$ cat config.mk
export PLATFORM = sky130hd
export DESIGN_NAME = bcd_counter_n
export DESIGN_NICKNAME = d
export VERILOG_FILES = /design/src/rtl/bcd_counter_pkg.sv /design/src/rtl/bcd_digit_cell.sv /design/src/rtl/bcd_counter_n.sv
export SDC_FILE = /design/constraint.sdc
export NUM_CORES = 1
export LEC_CHECK = 0
export CORE_ASPECT_RATIO = 1.1
export CORE_MARGIN = 4
export CORE_UTILIZATION = 40
export CTS_BUF_LIST = sky130_fd_sc_hd__clkbuf_8 sky130_fd_sc_hd__clkbuf_16
export DETAILED_ROUTE_END_ITERATION = 16
export PLACE_DENSITY = 0.66
export SLEW_MARGIN = 20
export SYNTH_ARGS = -nofsm -noshare
export SYNTH_HDL_FRONTEND = slang
export SYNTH_HIERARCHICAL = 1
export SYNTH_SLANG_ARGS = --single-unit
$ cat constraint.sdc
create_clock -name CLK -period 2.6 [get_ports CLK]
set_input_delay 0.52 -clock CLK [delete_from_list [all_inputs] [get_ports CLK]]
set_output_delay 0.52 -clock CLK [all_outputs]
set_load 0.03 [all_outputs]
$ cat src/rtl/bcd_counter_pkg.sv
// Shared types and helpers for the N-digit radix-R counter.
// Digit-range checks live here so the cell and the top agree on what "valid" means.
package bcd_counter_pkg;

   localparam int RADIX_DEC   = 10;
   localparam int RADIX_HEX   = 16;
   localparam int DIGIT_W_DEF = 5;

   typedef logic [DIGIT_W_DEF-1:0] digit_t;

   function automatic logic is_valid_digit(input int unsigned value, input int unsigned radix);
      return value < radix;
   endfunction

endpackage

$ cat src/rtl/bcd_digit_cell.sv
// One digit register of the counter: load, step up/down with wrap at the radix,
// and flags telling the neighbouring cells whether this digit sits at an end.
module bcd_digit_cell
   import bcd_counter_pkg::*;
#(
   parameter int RADIX   = RADIX_DEC,
   parameter int DIGIT_W = DIGIT_W_DEF
) (
   input  logic               clk_i,
   input  logic               rst_i,
   input  logic               step_i,
   input  logic               up_i,
   input  logic               load_i,
   input  logic [DIGIT_W-1:0] load_val_i,
   output logic [DIGIT_W-1:0] digit_o,
   output logic               at_max_o,
   output logic               at_min_o
);

   localparam logic [DIGIT_W-1:0] DIGIT_MAX = DIGIT_W'(RADIX - 1);

   logic [DIGIT_W-1:0] digit_q, digit_d;

   assign at_max_o = (digit_q == DIGIT_MAX);
   assign at_min_o = (digit_q == '0);
   assign digit_o  = digit_q;

   always_comb begin
      digit_d = digit_q;
      if (load_i) begin
         digit_d = load_val_i;
      end else if (step_i) begin
         if (up_i) digit_d = at_max_o ? '0 : digit_q + 1'b1;
         else      digit_d = at_min_o ? DIGIT_MAX : digit_q - 1'b1;
      end
   end

   always_ff @(posedge clk_i) begin
      if (rst_i) digit_q <= '0;
      else       digit_q <= digit_d;
   end

endmodule

$ cat src/rtl/bcd_counter_n.sv
// N-digit radix-R up/down counter with load, wrap/saturate and terminal-count pulse.
// The carry/borrow chain is the AND of lower cells' end flags; the chain's tail marks the terminal state.
module bcd_counter_n
   import bcd_counter_pkg::*;
#(
   parameter int DIGITS  = 4,
   parameter int RADIX   = RADIX_DEC,
   parameter int DIGIT_W = DIGIT_W_DEF
) (
   input  logic                      CLK,
   input  logic                      RST,
   input  logic                      EN,
   input  logic                      UP,
   input  logic                      SAT,
   input  logic                      LOAD,
   input  logic [DIGITS*DIGIT_W-1:0] LOAD_VAL,
   output logic [DIGITS*DIGIT_W-1:0] DIGIT,
   output logic                      TC,
   output logic                      ZERO,
   output logic                      LOAD_ERR
);

   logic [DIGITS:0]                chain;
   logic [DIGITS-1:0]              at_max, at_min, field_bad;
   logic [DIGITS*DIGIT_W-1:0]      load_clamped;
   logic                           terminal, count_ok;
   logic                           tc_q, tc_d;
   logic                           load_err_q, load_err_d;

   assign chain[0] = 1'b1;
   assign terminal = chain[DIGITS];
   // At a saturating end the whole step is suppressed, so no cell moves.
   assign count_ok = EN & ~LOAD & ~(SAT & terminal);

   generate
      for (genvar gi = 0; gi < DIGITS; gi++) begin : g_digit
         logic [DIGIT_W-1:0] field;
         assign field = LOAD_VAL[gi*DIGIT_W +: DIGIT_W];
         assign field_bad[gi] = ~is_valid_digit(32'(field), RADIX);
         assign load_clamped[gi*DIGIT_W +: DIGIT_W] = field_bad[gi] ? DIGIT_W'(RADIX - 1) : field;
         assign chain[gi+1] = chain[gi] & (UP ? at_max[gi] : at_min[gi]);

         bcd_digit_cell #(
            .RADIX   (RADIX),
            .DIGIT_W (DIGIT_W)
         ) u_cell (
            .clk_i      (CLK),
            .rst_i      (RST),
            .step_i     (count_ok & chain[gi]),
            .up_i       (UP),
            .load_i     (LOAD),
            .load_val_i (load_clamped[gi*DIGIT_W +: DIGIT_W]),
            .digit_o    (DIGIT[gi*DIGIT_W +: DIGIT_W]),
            .at_max_o   (at_max[gi]),
            .at_min_o   (at_min[gi])
         );
      end
   endgenerate

   always_comb begin
      tc_d       = EN & ~LOAD & terminal;
      load_err_d = load_err_q | (LOAD & (|field_bad));
   end

   always_ff @(posedge CLK) begin
      if (RST) begin
         tc_q       <= 1'b0;
         load_err_q <= 1'b0;
      end else begin
         tc_q       <= tc_d;
         load_err_q <= load_err_d;
      end
   end

   assign TC       = tc_q;
   assign LOAD_ERR = load_err_q;
   assign ZERO     = (DIGIT == '0);

endmodule

---- After elaboration in Yosys (flattened, before gate mapping) ----
Cells that the tools add are included.
storage, ports and cells
  output and inout port bits .............. 23
  logic and storage cells ................. 78
  flip-flop bits (word level) ............. 22
operators by class
  bitwise gates (word level) .............. 18
  reduce and logical (&&, ||, !) cells .... 10
  muxes and demuxes ....................... 28
  add/sub/neg operators ................... 8
  equal/unequal tests ..................... 4
  magnitude comparators ................... 4
operator list
  kind                 number
  $mux 5               24
  $add 5x1->5 const B  4
  $eq 5x4->1 const B   4
  $logic_not 20->1     1
  $logic_not 5->1      4
  $lt 5x4->1 const B   4
  $sub 5x1->5 const B  4
  $and 1x1->1          11
  $reduce_bool 2->1    4
  $not 1->1            6
  $mux 1               4
  $reduce_or 4->1      1
  $or 1x1->1           1

---- Logic depth before layout (Yosys ltp) ----
Gate-level depths: netlist of the first run.
  depth after elaboration ................. 11
  depth in mapped cells ................... 12
  mapped depth without buffers ............ 11

---- Cells and area by module ----
Netlist of the first run, hierarchy kept.
modules (own cells, without submodules)
  module          cells each  instances  area each (um^2)
  bcd_digit_cell  57          4          450.4
  bcd_counter_n   67          1          442.9

---- Worst setup path before layout of the first run ----
No wires, ideal clock.
  path type ............................... flip-flop to flip-flop
  from .................................... register g_digit[3].u_cell.digit_q[1]
  to ...................................... register g_digit[1].u_cell.digit_q[0]
  stages on the path, launching flop included .. 13
  data arrival time ....................... 2.510 ns
  buffers on the path ..................... 1
  setup time .............................. 0.066 ns
  path slack .............................. 0.024 ns
  cell sequence ........................... dfxtp_1 > inv_1 > ha_1 > and4bb_4 > nand3_2 > o21ai_1 > and2_4 > a211oi_2 > clkbuf_1 > nor2_1 > a311o_1 > a31o_1 > a21oi_2
on the way
  cells in the longest elaborated chain, start to end .. 8
  elaborated cells between the ends (all ways) .. 9
ends and longest elaborated chain
  item                         RTL line              RTL
  from (decl)                  bcd_digit_cell.sv:22  logic [DIGIT_W-1:0] digit_q, digit_d;
  from (signal assigned)       bcd_digit_cell.sv:40  else digit_q <= digit_d;
  $eq 5x4->1                   bcd_digit_cell.sv:24  assign at_max_o = (digit_q == DIGIT_MAX);
  via at_max[3]                bcd_counter_n.sv:24   logic [DIGITS-1:0] at_max, at_min, field_bad;
  $mux 1                       bcd_counter_n.sv:41   assign chain[gi+1] = chain[gi] & (UP ? at_max[gi] : at_min[gi]);
  $and 1x1->1                  bcd_counter_n.sv:41
  $and 1x1->1                  bcd_counter_n.sv:33   assign count_ok = EN & ~LOAD & ~(SAT & terminal);
  $not 1->1                    bcd_counter_n.sv:33
  $and 1x1->1                  bcd_counter_n.sv:33
  $and 1x1->1                  bcd_counter_n.sv:49   .step_i (count_ok & chain[gi]),
  $reduce_bool 2->1 (no line)  n/a
  to (signal assigned)         bcd_digit_cell.sv:40
  to (decl)                    bcd_digit_cell.sv:22
The timed path passes the listed nets, and every way through them passes these cells.
A chain may end at the register's enable or synchronous reset.

---- Worst setup path in the final report of the first run ----
  from .................................... register g_digit[0].u_cell.digit_q[3]
  to ...................................... register g_digit[3].u_cell.digit_q[0]
on the way
  cells in the longest elaborated chain, start to end .. 10
  elaborated cells between the ends (all ways) .. 11
ends and longest elaborated chain
  item                           RTL line              RTL
  from (decl)                    bcd_digit_cell.sv:22
  from (signal assigned)         bcd_digit_cell.sv:40
  $logic_not 5->1 *              bcd_digit_cell.sv:25  assign at_min_o = (digit_q == '0);
  via at_min[0]                  bcd_counter_n.sv:24
  $mux 1 *                       bcd_counter_n.sv:41
  $and 1x1->1 * (2 in a row)     bcd_counter_n.sv:41
  $and 1x1->1                    bcd_counter_n.sv:41
  $and 1x1->1                    bcd_counter_n.sv:33
  $not 1->1                      bcd_counter_n.sv:33
  $and 1x1->1                    bcd_counter_n.sv:33
  $and 1x1->1 *                  bcd_counter_n.sv:49
  $reduce_bool 2->1 (no line) *  n/a
The timed path passes the listed nets; every way through them passes the cells marked *.

==> insert_results.sql, run 1 <==
INSERT INTO impl_metrics (metric_group, metric, value, unit) VALUES
('synthesis', 'ys_async_sr_fraction', '0', '%'),
('global_routing', 'overflow_after_grt', '0', ''),
('critical_path', 'startpoint_type', 'flop', ''),
('synthesis', 'syn-mean-instance-area', '7.61', 'um2'),
('cells_and_area', 'antenna_cells_inserted', '0', ''),
('critical_path', 'critical_path_required', '2820', 'ps'),
('global_routing', 'grt_first_pass_wirelength', '10700', 'um'),
('routing', 'routed-via-count', '2287', ''),
('placed_design', 'io_buffer_count', '48', ''),
('sta', 'final_period_minus_worst_setup_slack', '2400', 'ps'),
('sta', 'hold_viol', '0', ''),
('run', 'max_cap_violations', '0', ''),
('synthesis', 'post_synth_most_frequent_cells', '29 x sky130_fd_sc_hd__inv_1, 26 x sky130_fd_sc_hd__nor2_1, 24 x sky130_fd_sc_hd__nand2_1', ''),
('synthesis', 'synth.top_cells.by_area', 'sky130_fd_sc_hd__dfxtp_1 20%, sky130_fd_sc_hd__ha_1 6.7%, sky130_fd_sc_hd__inv_1 4.8%, sky130_fd_sc_hd__xnor2_1 4.7%, sky130_fd_sc_hd__nor2_1 4.3%', ''),
('routing', 'drt_pre_antenna_iters', '4', ''),
('sta', 'timing.setup.tns', '0', 'ps'),
('floorplan', 'core', '5400', 'um2'),
('cts', 'cts_inserted_buffers', '3', ''),
('power', 'power.leakage', '1.16', 'nW'),
('hold_path', 'min-delay-path-class', 'reg2reg', ''),
('cells_and_area', 'area_growth_syn_to_layout', '34.3', '%'),
('cts', 'htree_num_levels', '1', ''),
('floorplan', 'chipHeight', '86.6', 'um'),
('floorplan', 'width_of_the_die', '79.4', 'um'),
('routing', 'highest-signal-layer', 'met4', ''),
('routing', 'drt.antenna.violating_nets', '0', ''),
('power', 'power_per_cell_area', '376', 'nW/um2'),
('sta', 'grt_setup_unrepaired', 'false', ''),
('cts', 'clock_insertion_delay_worst_skew', '270', 'ps'),
('cells_and_area', 'finalNonFillerCells', '432', ''),
('critical_path', 'timing.setup.critical_path_class', 'reg2reg', ''),
('cts', 'maximum_number_of_buffers_from_clock_root_to_sink', '2', ''),
('critical_path', 'arrival_time_at_the_worst_endpoint', '2620', 'ps'),
('global_routing', 'grt_pass1_vias', '2307', ''),
('floorplan', 'initial_core_util', '41.6', '%'),
('placed_design', 'gp_congestion', '0.821', ''),
('cells_and_area', 'multi_input_comb_area', '1630', 'um2'),
('floorplan', 'total_die_area', '6880', 'um2'),
('cells_and_area', 'finalNetCount', '396', ''),
('cts', 'root_buffer', 'sky130_fd_sc_hd__clkbuf_8', ''),
('routing', 'avgViaCountPerCell', '5.29', ''),
('sta', 'maxSlewViolCount', '0', ''),
('floorplan', 'placement_rows', '28', ''),
('synthesis', 'ys_ff_latch', '22', ''),
('floorplan', 'top_level_ports', '49', ''),
('synthesis', 'ys.warnings.count', '6', ''),
('synthesis', 'synth_ff_type', 'sky130_fd_sc_hd__dfxtp_1', ''),
('cts', 'clock-sinks', '22', ''),
('sta', 'final-setup-viol-count', '0', ''),
('cells_and_area', 'regArea', '440', 'um2'),
('sta', 'achievable-frequency', '0.417', 'GHz'),
('routing', 'met1_length', '2910', 'um'),
('synthesis', 'synth_instances', '295', ''),
('routing', 'detail_route.drc_violations', '0', ''),
('placed_design', 'post-dp-hpwl', '4540', 'um'),
('critical_path', 'worstPathMaxFanout', '10', ''),
('power', 'power.ir.vdd_worst', '262', 'uV'),
('synthesis', 'yosysTopAreaCell', 'sky130_fd_sc_hd__dfxtp_1', ''),
('routing', 'routed_wirelength', '6050', 'um'),
('global_routing', 'grt_max_degree', '24', ''),
('sta', 'fin_crit_sh', '92.3', '%'),
('global_routing', 'antenna_found_initial', '0', ''),
('outcome', 'run_status', 'finished, final reports clean', ''),
('critical_path', 'worstSetupEndpointType', 'flop', ''),
('synthesis', 'synth_most_common_cell', 'sky130_fd_sc_hd__inv_1', ''),
('placed_design', 'dpl_cells', '428', ''),
('synthesis', 'number_of_enable_flip_flop_cells_after_synthesis', '0', ''),
('sta', 'timing.clock.skew', '4.92', 'ps'),
('cells_and_area', 'post_route_cells_drive_above_1_share', '14.8', '%'),
('synthesis', 'synth_sequential_area_ratio', '19.6', '%'),
('synthesis', 'yosys.cell_types.count', '45', '');
[metrics by stage]
stage | cell area (um2) | hold WS [ps] | setup WS (ps) | utilization (%)
floorplan | 2260 | 574 | 23.9 | -
global placement | 2940 | 453 | 50.0 | 54.5
detailed placement | 2940 | 454 | 4.36 | 54.5
CTS | 3010 | 469 | 87.2 | 55.8
global route | 3020 | 505 | 13.0 | 55.9
finish | 3020 | 465 | 200 | 55.9
[layout by cell type, fill, tap and decap left out, drive strengths merged, types with 18 or more instances in the layout]
master,Yosys,layout
a21oi,18,18
inv,29,29
nand2,24,24
nor2,26,26
buf,9,24
dfxtp,22,22
clkdlybuf4s50,0,47
[critical path: stages, from the launching register on]
cell                      delay, ps
sky130_fd_sc_hd__dfxtp_1        430
sky130_fd_sc_hd__nor3_2         300
sky130_fd_sc_hd__and2_4         200
sky130_fd_sc_hd__nand2_1         90
sky130_fd_sc_hd__o21ai_4        190
sky130_fd_sc_hd__nand3_2        100
sky130_fd_sc_hd__a21oi_1        160
sky130_fd_sc_hd__buf_4          190
sky130_fd_sc_hd__nor2_1          50
sky130_fd_sc_hd__a311o_1        310
sky130_fd_sc_hd__a31o_1         190
sky130_fd_sc_hd__a21oi_2        120
[timing repair]
item                                   4_1_cts  5_1_grt
endpoints found under the hold margin        0        0
setup endpoints to repair                    0        1
buffers inserted                             0        0
gates resized for setup                      0        1
[logic make-up (layout without fill, tap and decap cells)]
group / count (synthesis) / count (layout) / synth area share, %
AND/OR/NAND/NOR: 128 / 128 / 34.6
AO/OA/AOI/OAI: 71 / 71 / 24.0
buffers and inverters: 46 / 105 / 8.47
flip-flops: 22 / 22 / 19.6
adder cells (fa/ha/maj): 12 / 12 / 6.69
XOR/XNOR: 12 / 12 / 4.68
multiplexers: 3 / 3 / 1.78
other: 1 / 4 / 0.167
[area by class of cell]
class,instances,share of cell area [%]
Clock buffer,3,1.37
Clock inverter,1,0.996
Inverter,29,3.61
Multi-Input combinational cell,230,53.9
Sequential cell,22,14.6
Tap cell,75,3.11
Timing Repair Buffer,72,22.4
[power by group]
group | leakage (nW) | total [mW] | switching [mW] | internal, mW
clock network | 0.0357 | 0.344 | 0.138 | 0.206
logic | 0.947 | 0.388 | 0.195 | 0.193
registers | 0.182 | 0.401 | 0.0429 | 0.358
total | 1.16 | 1.13 | 0.375 | 0.757
[path summary, 6_finish.rpt]
check                                            startpoint                                         to  slack (ps)  cells after the start
setup / recovery  g_digit[0].u_cell/digit_o[3]$_SDFFE_PP0P_  g_digit[3].u_cell/digit_o[0]$_SDFFE_PP0P_         200                     11
hold / removal                          LOAD_ERR$_SDFF_PP0_                        LOAD_ERR$_SDFF_PP0_         460                      2
setup reg to reg  g_digit[0].u_cell/digit_o[3]$_SDFFE_PP0P_  g_digit[3].u_cell/digit_o[0]$_SDFFE_PP0P_         200                     11
hold reg to reg                         LOAD_ERR$_SDFF_PP0_                        LOAD_ERR$_SDFF_PP0_         460                      2
[sequential cells by signal, indices dropped and copies added, names as in the netlist]
| signal | cells |
|---|---|
| TC | 1 |
| g_digit.u_cell/digit_o | 20 |
| LOAD_ERR | 1 |
[metal layers]
layer / track usage [%] / vias up
li1: - / 1181
met3: 2.08 / 8
met4: 5.00 / 0
met5: 0 / -
met2: 31.1 / 43
met1: 26.3 / 1055
Power figures use the tool's default switching activity.
==> run 2: changes to the inputs <==
--- a/config.mk
+++ b/config.mk
@@ -7,2 +7,3 @@
 export LEC_CHECK = 0
+export CAP_MARGIN = 0
 export CORE_ASPECT_RATIO = 1.1
@@ -13,2 +14,3 @@
 export PLACE_DENSITY = 0.66
+export SKIP_CTS_REPAIR_TIMING = 1
 export SLEW_MARGIN = 20
--- a/constraint.sdc
+++ b/constraint.sdc
@@ -3,2 +3,2 @@
 set_output_delay 0.52 -clock CLK [all_outputs]
-set_load 0.03 [all_outputs]
+set_load 0.005 [all_outputs]
==> run 2 against run 1 <==
Compared with the run above: first-iteration DRC count down 17%; sequential power fell by 1%; clock-buffer cell count unchanged; clock skew increased by 1.1 ps; sequential share of layout area decreased by 0.060 points; clock power is 2% lower; final cell count is 0.46% higher; sequential cell count unchanged; combinational power is 9.0% lower; total power shrank 3.9%; largest power group unchanged; highest routed layer unchanged.
==> insert_results.sql, run 2 (synthesis gave the netlist of run 1 again) <==
INSERT INTO impl_metrics (metric_group, metric, value, unit) VALUES
('routing', 'routed_wirelength', '6070', 'um'),
('power', 'power.leakage', '1.16', 'nW'),
('critical_path', 'regToRegEndpoint', 'g_digit[1].u_cell/digit_o[0]$_SDFFE_PP0P_', ''),
('cells_and_area', 'layout.core_utilization', '56.1', '%'),
('sta', 'achievable-frequency', '0.423', 'GHz'),
('critical_path', 'critical_path_required', '2080', 'ps'),
('routing', 'drt.antenna.violating_nets', '0', ''),
('sta', 'maxSlewViolCount', '0', ''),
('run', 'max_cap_violations', '0', ''),
('critical_path', 'r2r_slack', '230', 'ps'),
('critical_path', 'critical_path.max_stage_delay', '520', 'ps'),
('routing', 'routed-via-count', '2325', ''),
('sta', 'hold_viol', '0', ''),
('cts', 'cts.reportedPaths.clkPinSlew', '90', 'ps'),
('critical_path', 'critical-path-slowest-cell', 'sky130_fd_sc_hd__clkdlybuf4s50_1', ''),
('critical_path', 'startpoint_type', 'flop', ''),
('cells_and_area', 'area_growth_syn_to_layout', '34.9', '%'),
('cts', 'cts_tree', 'done', ''),
('cts', 'cts_inserted_buffers', '3', ''),
('global_routing', 'globalRouteMet1Util', '25.1', '%'),
('hold_path', 'hold-path-cell-count', '2', ''),
('floorplan', 'initial_core_util', '41.6', '%'),
('critical_path', 'arrival_time_at_the_worst_endpoint', '1850', 'ps'),
('cts', 'htree_num_levels', '1', ''),
('cells_and_area', 'finalNetCount', '398', ''),
('critical_path', 'timing.setup.critical_path_class', 'reg2out', ''),
('critical_path', 'worstPathMaxFanout', '6', ''),
('sta', 'timing.setup.tns', '0', 'ps'),
('sta', 'final-setup-viol-count', '0', ''),
('sta', 'timing.clock.skew', '5.99', 'ps'),
('cells_and_area', 'post_route_cells_drive_above_1_share', '15.3', '%'),
('sta', 'hold_slack', '469', 'ps'),
('routing', 'detail_route.drc_violations', '0', ''),
('power', 'clockPowerShare', '31.1', '%'),
('placed_design', 'gp_congestion', '0.804', ''),
('hold_path', 'min_to', 'LOAD_ERR$_SDFF_PP0_', ''),
('critical_path', 'critical_path.top_delay_family', 'buffers and inverters', ''),
('critical_path', 'timing.critical_path.cells', 'buf_4 > nor4_1 > nand2_1 > nor2_1 > clkdlybuf4s50_1', ''),
('sta', 'final_period_minus_worst_setup_slack', '2370', 'ps'),
('power', 'power_report.internal_total', '0.759', 'mW'),
('sta', 'fin_crit_sh', '91.0', '%'),
('power', 'p_sw_share', '30.3', '%'),
('global_routing', 'overflow_after_grt', '0', ''),
('global_routing', 'globalRouteMet3Util', '3.33', '%'),
('routing', 'drt_pre_antenna_iters', '4', ''),
('routing', 'avgViaCountPerCell', '5.36', ''),
('global_routing', 'top_usage_layer', 'met2', ''),
('placed_design', 'io_buffer_count', '48', ''),
('power', 'power.ir.vdd_worst', '322', 'uV'),
('power', 'power_per_cell_area', '359', 'nW/um2'),
('routing', 'drtIter0Drc', '90', ''),
('floorplan', 'core', '5400', 'um2'),
('placed_design', 'post-dp-hpwl', '4570', 'um'),
('floorplan', 'placement_rows', '28', ''),
('floorplan', 'top_level_ports', '49', ''),
('cts', 'clock-sinks', '22', ''),
('cells_and_area', 'layout.cells.most_common_list', '48 x sky130_fd_sc_hd__clkdlybuf4s50_1, 29 x sky130_fd_sc_hd__inv_1, 26 x sky130_fd_sc_hd__nor2_1, 25 x sky130_fd_sc_hd__buf_4, 24 x sky130_fd_sc_hd__nand2_1', ''),
('critical_path', 'reg_to_reg_startpoint', 'g_digit[2].u_cell/digit_o[0]$_SDFFE_PP0P_', ''),
('global_routing', 'grt_first_pass_wirelength', '10500', 'um'),
('critical_path', 'timing.critical_path.buf_inv', '2', ''),
('cells_and_area', 'final_common_cell', 'sky130_fd_sc_hd__clkdlybuf4s50_1', ''),
('global_routing', 'antenna_found_initial', '0', ''),
('critical_path', 'worstSetupEndpointType', 'output port', ''),
('cts', 'clock_insertion_delay_worst_skew', '280', 'ps'),
('floorplan', 'total_die_area', '6880', 'um2'),
('floorplan', 'chipHeight', '86.6', 'um'),
('power', 'power_frac_seq', '36.5', '%'),
('cts', 'root_buffer', 'sky130_fd_sc_hd__clkbuf_8', ''),
('critical_path', 'rr_worst_depth', '12', ''),
('floorplan', 'width_of_the_die', '79.4', 'um'),
('global_routing', 'grtUsageTotal', '18.6', '%'),
('hold_path', 'hold_path.startpoint', 'LOAD_ERR$_SDFF_PP0_', ''),
('global_routing', 'grt_pass1_vias', '2265', ''),
('cells_and_area', 'layout.filler_cells', '517', ''),
('power', 'power.combinational.fraction', '32.4', '%'),
('power', 'netSwitchingPower', '0.329', 'mW'),
('cells_and_area', 'antenna_cells_inserted', '0', ''),
('routing', 'routed_wire_length_per_instance', '14.0', 'um'),
('outcome', 'run_status', 'finished, final reports clean', ''),
('cells_and_area', 'number_of_flip_flops_in_the_largest_register', '20', ''),
('cts', 'maximum_number_of_buffers_from_clock_root_to_sink', '2', ''),
('global_routing', 'grt_max_degree', '24', ''),
('global_routing', 'met2_demand_to_capacity_share_in_global_routing', '29.7', '%'),
('hold_path', 'min-delay-path-class', 'reg2reg', ''),
('sta', 'grt_setup_unrepaired', 'false', '');
-- run 2: cell count changes in the layout (fill, tap and decap cells not counted), sizes merged --
cell | before | now
clkdlybuf4s50 | 47 | 48
buf | 24 | 26
dlymetal6s2s | 1 | 0
-- run 2: area by class of cell --
type	instances	area (um2)	share of cell area, %
Inverter	29	109	3.60
Timing Repair Buffer	74	688	22.7
Clock buffer	3	41.3	1.36
Clock inverter	1	30.0	0.992
Tap cell	75	93.8	3.10
Multi-Input combinational cell	230	1630	53.7
Sequential cell	22	440	14.5
-- run 2: worst max-delay path by stage --
stage                                                         start                                         to  slack, ps  cells past startpoint
after floorplan           g_digit[3].u_cell/digit_o[0]$_SDFFE_PP0P_  g_digit[1].u_cell/digit_o[0]$_SDFFE_PP0P_        240                     12
after global placement                                           UP  g_digit[1].u_cell/digit_o[0]$_SDFFE_PP0P_         50                     10
after detailed placement                                         UP  g_digit[1].u_cell/digit_o[0]$_SDFFE_PP0P_         10                     10
after CTS                 g_digit[1].u_cell/digit_o[0]$_SDFFE_PP0P_                                       ZERO        200                      5
after global routing      g_digit[2].u_cell/digit_o[0]$_SDFFE_PP0P_  g_digit[1].u_cell/digit_o[0]$_SDFFE_PP0P_         20                     12
final                     g_digit[1].u_cell/digit_o[0]$_SDFFE_PP0P_                                       ZERO        230                      5
-- run 2: power by group through the flow --
stage,sequential [mW],combinational (mW),clock [mW]
2_1_floorplan,0.396,0.206,0
4_1_cts,0.397,0.355,0.350
5_1_grt,0.403,0.393,0.359
3_3_place_gp,0.405,0.350,0
3_5_place_dp,0.405,0.352,0
6_report,0.397,0.353,0.338
-- run 2: stage by stage --
step	setup WS (ps)	std cells	power, mW	area (um2)
CTS	205	434	1.10	3030
floorplan	243	298	0.602	2260
global placement	51.5	430	0.755	2960
finish	233	434	1.09	3030
global route	17.9	434	1.16	3030
detailed placement	12.0	430	0.757	2960
-- run 2: worst register-to-register path, cell delays in order, from the launching register on --
cell and delay (ps):
sky130_fd_sc_hd__dfxtp_1 470, sky130_fd_sc_hd__inv_1 80, sky130_fd_sc_hd__ha_1 250, sky130_fd_sc_hd__and2_4 160
sky130_fd_sc_hd__nand2_1 50, sky130_fd_sc_hd__o21ai_1 50, sky130_fd_sc_hd__and2_4 160, sky130_fd_sc_hd__a211oi_2 230
sky130_fd_sc_hd__buf_4 200, sky130_fd_sc_hd__nor2_1 50, sky130_fd_sc_hd__a311o_1 310, sky130_fd_sc_hd__a31o_1 190
sky130_fd_sc_hd__a21oi_2 120
-- run 2: layer usage --
| layer | vias to the layer above | wire length, um | share of wire (%) |
|---|---|---|---|
| met1 | 1059 | 2810 | 46 |
| met2 | 67 | 2760 | 45 |
| li1 | 1186 | - | - |
| met4 | 0 | 167 | 2.8 |
| met5 | - | 0 | 0 |
| met3 | 13 | 327 | 5.4 |
